### src/rtl/fifo_pkg.sv
// Shared constants and Gray/binary pointer conversions for the async FIFO
// read- and write-side controllers.
package fifo_pkg;

  localparam int ADDR_WIDTH = 4;

  // Conversions work on a 32-bit container; narrower pointers are zero-extended
  // by the caller and the result sliced back, which leaves the low bits exact.
  function automatic logic [31:0] bin2gray(input logic [31:0] bin);
    return bin ^ (bin >> 1);
  endfunction

  function automatic logic [31:0] gray2bin(input logic [31:0] gray);
    logic [31:0] bin;
    bin[31] = gray[31];
    for (int i = 30; i >= 0; i--) begin
      bin[i] = bin[i+1] ^ gray[i];
    end
    return bin;
  endfunction

endpackage

### src/rtl/fifo_rd_ctrl.sv
// Read-domain pointer and flag controller of the asynchronous FIFO: read
// address, Gray read pointer for the write domain, empty/level/underflow.
module fifo_rd_ctrl
  import fifo_pkg::*;
#(
  parameter int ADDR_WIDTH = fifo_pkg::ADDR_WIDTH,
  parameter int AEMPTY_TH  = 2
) (
  input  logic                  Dst_clk,
  input  logic                  rst,
  input  logic                  rd_en,
  input  logic [ADDR_WIDTH:0]   sync_wptr,
  output logic [ADDR_WIDTH-1:0] rd_addr,
  output logic [ADDR_WIDTH:0]   rd_ptr,
  output logic                  empty,
  output logic                  almost_empty,
  output logic [ADDR_WIDTH:0]   rd_level,
  output logic                  rd_underflow
);

  localparam int PTR_W = ADDR_WIDTH + 1;
  localparam logic [PTR_W-1:0] AE_TH = PTR_W'(AEMPTY_TH);

  logic [PTR_W-1:0] rd_bin_q, rd_bin_d;
  logic [PTR_W-1:0] rd_ptr_q, rd_gray_d;
  logic [PTR_W-1:0] level_q, level_d;
  logic [PTR_W-1:0] w_bin;
  logic [31:0]      gray_wide, wbin_wide;
  logic             empty_q, aempty_q, underflow_q;
  logic             rd_inc;

  always_comb begin
    rd_inc    = rd_en & ~empty_q;
    rd_bin_d  = rd_bin_q + {{(PTR_W-1){1'b0}}, rd_inc};
    gray_wide = bin2gray(32'(rd_bin_d));
    rd_gray_d = gray_wide[PTR_W-1:0];
    wbin_wide = gray2bin(32'(sync_wptr));
    w_bin     = wbin_wide[PTR_W-1:0];
    // Modulo-2**PTR_W difference copes with the write pointer having wrapped.
    level_d   = w_bin - rd_bin_d;
  end

  always_ff @(posedge Dst_clk) begin
    if (!rst) begin
      rd_bin_q    <= '0;
      rd_ptr_q    <= '0;
      level_q     <= '0;
      empty_q     <= 1'b1;
      aempty_q    <= 1'b1;
      underflow_q <= 1'b0;
    end else begin
      rd_bin_q    <= rd_bin_d;
      rd_ptr_q    <= rd_gray_d;
      level_q     <= level_d;
      empty_q     <= (rd_gray_d == sync_wptr);
      aempty_q    <= (level_d <= AE_TH);
      underflow_q <= rd_en & empty_q;
    end
  end

  assign rd_addr      = rd_bin_q[ADDR_WIDTH-1:0];
  assign rd_ptr       = rd_ptr_q;
  assign rd_level     = level_q;
  assign empty        = empty_q;
  assign almost_empty = aempty_q;
  assign rd_underflow = underflow_q;

endmodule
### config.mk
export PLATFORM = sky130hd
export DESIGN_NAME = fifo_rd_ctrl
export DESIGN_NICKNAME = d
export VERILOG_FILES = /design/src/rtl/fifo_pkg.sv /design/src/rtl/fifo_rd_ctrl.sv
export SDC_FILE = /design/constraint.sdc
export NUM_CORES = 1
export LEC_CHECK = 0
export BUFFER_PORTS_ARGS = -buffer_cell sky130_fd_sc_hd__buf_2
export CAP_MARGIN = 30
export CORE_MARGIN = 3
export CORE_UTILIZATION = 57
export CTS_BUF_LIST = sky130_fd_sc_hd__clkbuf_4 sky130_fd_sc_hd__clkbuf_8
export DETAILED_ROUTE_END_ITERATION = 10
export MAX_ROUTING_LAYER = met4
export PLACE_DENSITY = 0.86
export SLEW_MARGIN = 10
export SYNTH_ARGS = -nofsm -noshare
export SYNTH_HDL_FRONTEND = slang
export SYNTH_SLANG_ARGS = --single-unit
### constraint.sdc
create_clock -name Dst_clk -period 5.9 [get_ports Dst_clk]
set_clock_uncertainty 0.1 [all_clocks]
set_input_delay 0.295 -clock Dst_clk [delete_from_list [all_inputs] [get_ports Dst_clk]]
set_output_delay 0.295 -clock Dst_clk [all_outputs]
set_load 0.03 [all_outputs]
==> key figures <==
Synth
  – Synth async-reset ratio: 0%
  – Post-synthesis simple-gate area fraction: between 10% and 20%
  – Synth Instances: 87
  – Post-synth top cells: dfxtp_1, xor2_1, nor2_1, xnor2_1, ha_1
  – Synthesized cell area: 898.4 um2
  – Synth Flop Type: dfxtp_1
  – Yosys warning count: 0
  – Synth Area in Compound Gates: 8.914%
  – EDFF count, synth: 0
  – Yosys reg bits: 17
  – Synth Area in Adders: a little over a tenth
  – Net count after synthesis: between 100 and 150
  – Synth top area share: 37.88%
  – Sequential-to-total area share from yosys stat: between 30% and 40%
  – Synth Area in XOR/XNOR: about 23%
  – Count leader, synth: dfxtp_1
  – Leading area contributor after synthesis: dfxtp_1
  – Synth top area cells: dfxtp_1, xor2_1, ha_1
  – Avg Inst Size Synth: between 10 and 15 um2
  – Largest family of logic cells by synthesized area: XOR/XNOR gates
  – Mux share of post-synthesis cell area: 2.228%
  – Synth cell types: 31

Min path
  – Hold Path Class: in -> reg

Cells and area
  – Multi-input logic area: about 540 um2
  – Share of layout cells above drive strength 1: 28.95%
  – Fill count: 101
  – N_diodes: 0
  – P&R area growth vs syn: 17.69%
  – Fin util: 76.47%
  – Sequential cell area: 340.3 um2
  – Final net count: 130

Clock tree
  – CTS Buf Count: 3
  – CTS tree: done
  – CTS Hold Bufs: 0
  – Clk root buf: clkbuf_4
  – Max Root-Sink Buffers: 2
  – Skew-Pair Late Insertion Delay: 0.29 ns
  – CTS resizes: 0
  – Clock sinks: 17
  – Post CTS Setup Buffer Count: 0
  – H-tree levels: 1
  – Clock slew at reported path FFs: 0.10 ns

Global routing
  – First-pass GRT wire length: 2.980 mm
  – GR Overflow Total: 0
  – Vias in the first global route: 704
  – Global Route Usage Sum: about a fifth
  – Largest net degree at the start of global routing: 11
  – Initial antenna violation count: 0

Placement
  – Post-Place Worst Slack: 2.973 ns
  – # port buffers: 24
  – Hpwl dp: 1.465 mm
  – GP Congestion: 0.8074

Outcome
  – Outcome: complete, no violations

Pwr
  – Net Sw Frac: 34.58%
  – Static leakage: 0.0005364 uW
  – Power density cells: 271.9 nW/um2
  – Psw: 99.42 uW
  – Clock share of power: 21.7%
  – Comb power frac: 33.3%
  – Pint: 188.1 uW
  – Sequential Power Share: 45.0%
  – Worst VDD drop: between 0.15 and 0.2 mV

STA
  – Worst-Margin Slew: approximately 0.44 ns
  – Fin crit period: 2.628 ns
  – RSZ-0062 raised after global routing: false
  – Max Fclk: ~380 MHz
  – Slew headroom: 70.77%
  – Max-slew violations: 0
  – Setup violators final: 0
  – Final hold vios: 0
  – Final period utilization: 44.54%
  – Setup TNS: 0 ns
  – Final WS setup: 3.272 ns

Worst setup path
  – Worst Setup End Kind: register
  – Kind of critical path: in -> reg
  – Flop2flop setup slack: 3.35 ns
  – Critical path launch point type: primary input
  – CP Data Required Time: ~6 ns
  – CP peak stage delay: 0.47 ns
  – Crit-path slowest cell: xor3_2
  – Critical-path maximum fanout: 3
  – WP data arrival: 2.72 ns
  – CP Cell Sequence: buf_2 -> xor3_2 -> xor2_1 -> xnor2_1 -> ha_1 -> inv_1 -> fa_1 -> a31oi_1 -> mux2i_1 -> a2111oi_2

Die
  – Die Ht: 45.70 um
  – Die X: 45.70 um
  – Row count: 13
  – I/O Pins: 25
  – Initial Utilization: 64.98%
  – Die area: between 2000 and 2500 um2
  – Core area: 1383 um2

Drt
  – Routed Antenna Nets: 0
  – M1 WL: 806 um
  – Via density per instance: about 5.3
  – Uppermost layer routed: met4
  – DR iter-0 viols: 12
  – Drt drc: 0
  – Routed len/inst: roughly 15 um
  – Routed vias: 682
  – Routed Wire Length: about 1.9 mm
  – Met2 wire len: 986 um
  – WL met3: 80 um
  – Drt pass-1 iters: 4

Job
  – Max_cap viols: 0
worst max-delay path, delay by kind of cell:
family	cells	cell delay, ns
multiplexers	1	0.14
XOR/XNOR	3	0.98
AO/OA/AOI/OAI	2	0.53
adder cells (fa/ha/maj)	2	0.58
buffers and inverters	2	0.18
per-stage QoR:
step,power [uW],hold slack (ns),instances,area [um2]
floorplan,201.9,0.2609,87,898.4
global placement,223.7,0.3995,125,1030
detailed placement,227.7,0.4340,125,1030
CTS,287.9,0.1442,129,1057
global route,301.5,0.1574,129,1057
finish,287.5,0.1515,129,1057
worst paths after layout:
check,start,end,cells after the start
hold reg to reg,empty,rd_underflow,1
hold / removal,rst,empty,2
setup reg to reg,empty,almost_empty,8
setup / recovery,sync_wptr[4],almost_empty,10
power by group through the flow:
stage               Sequential [uW]  Combinational (uW)  Clock (uW)
floorplan                       156                46.3           0
global placement                132                92.0           0
detailed placement              132                95.6           0
CTS                             129                96.5        61.9
global route                    130                 105        66.6
finish                          129                95.8        62.3
cell usage in the layout, fill, tap and decap left out:
master and n:
buf_2 24, dfxtp_1 17, xor2_1 11, nor2_1 9, xnor2_1 7, ha_1 6, and2_1 5, nor2b_1 4
clkbuf_4 3, inv_1 2, nand2_1 2, inv_2 2, mux2i_1 2, xor3_2 1, nand3_1 1, o21ai_0 1
a2bb2oi_1 1, o21ai_1 1, a21boi_0 1, nor3b_1 1, nor3_1 1, xor3_1 1, nand4_1 1, o211ai_1 1
o2bb2ai_1 1, or2_2 1, a21o_1 1, a31oi_1 1, o41ai_1 1, a2111oi_2 1, and3_1 1, fa_1 1
clkinv_2 1
cell families after synthesis:
group	count (synthesis)
fa+ha+maj	7
flops	17
mux	2
compound gates	10
xor+xnor	20
buf+inv	5
simple gates	26
final cells by class:
| type | instances | share of cell area [%] |
|---|---|---|
| timing repair buffer | 24 | 11.36 |
| clock inverter | 1 | 0.4734 |
| multi-input combinational | 65 | 50.65 |
| inverter | 4 | 1.420 |
| clock buffer | 3 | 2.130 |
| sequential | 17 | 32.19 |
| tap | 15 | 1.775 |
per-layer routing:
metal / GRT usage, % / up-vias
met5: - / -
met3: 4.743 / 2
met1: 20.59 / 320
met4: 9.659 / 0
met2: 38.44 / 16
li1: - / 344
state kept, by name, indices dropped and copies added, names as in the netlist:
signal,flops
rd_ptr,4
rd_underflow,1
empty,1
rd_level,5
almost_empty,1
rd_bin_q,5
No activity file was read; power rests on OpenSTA's default activity.
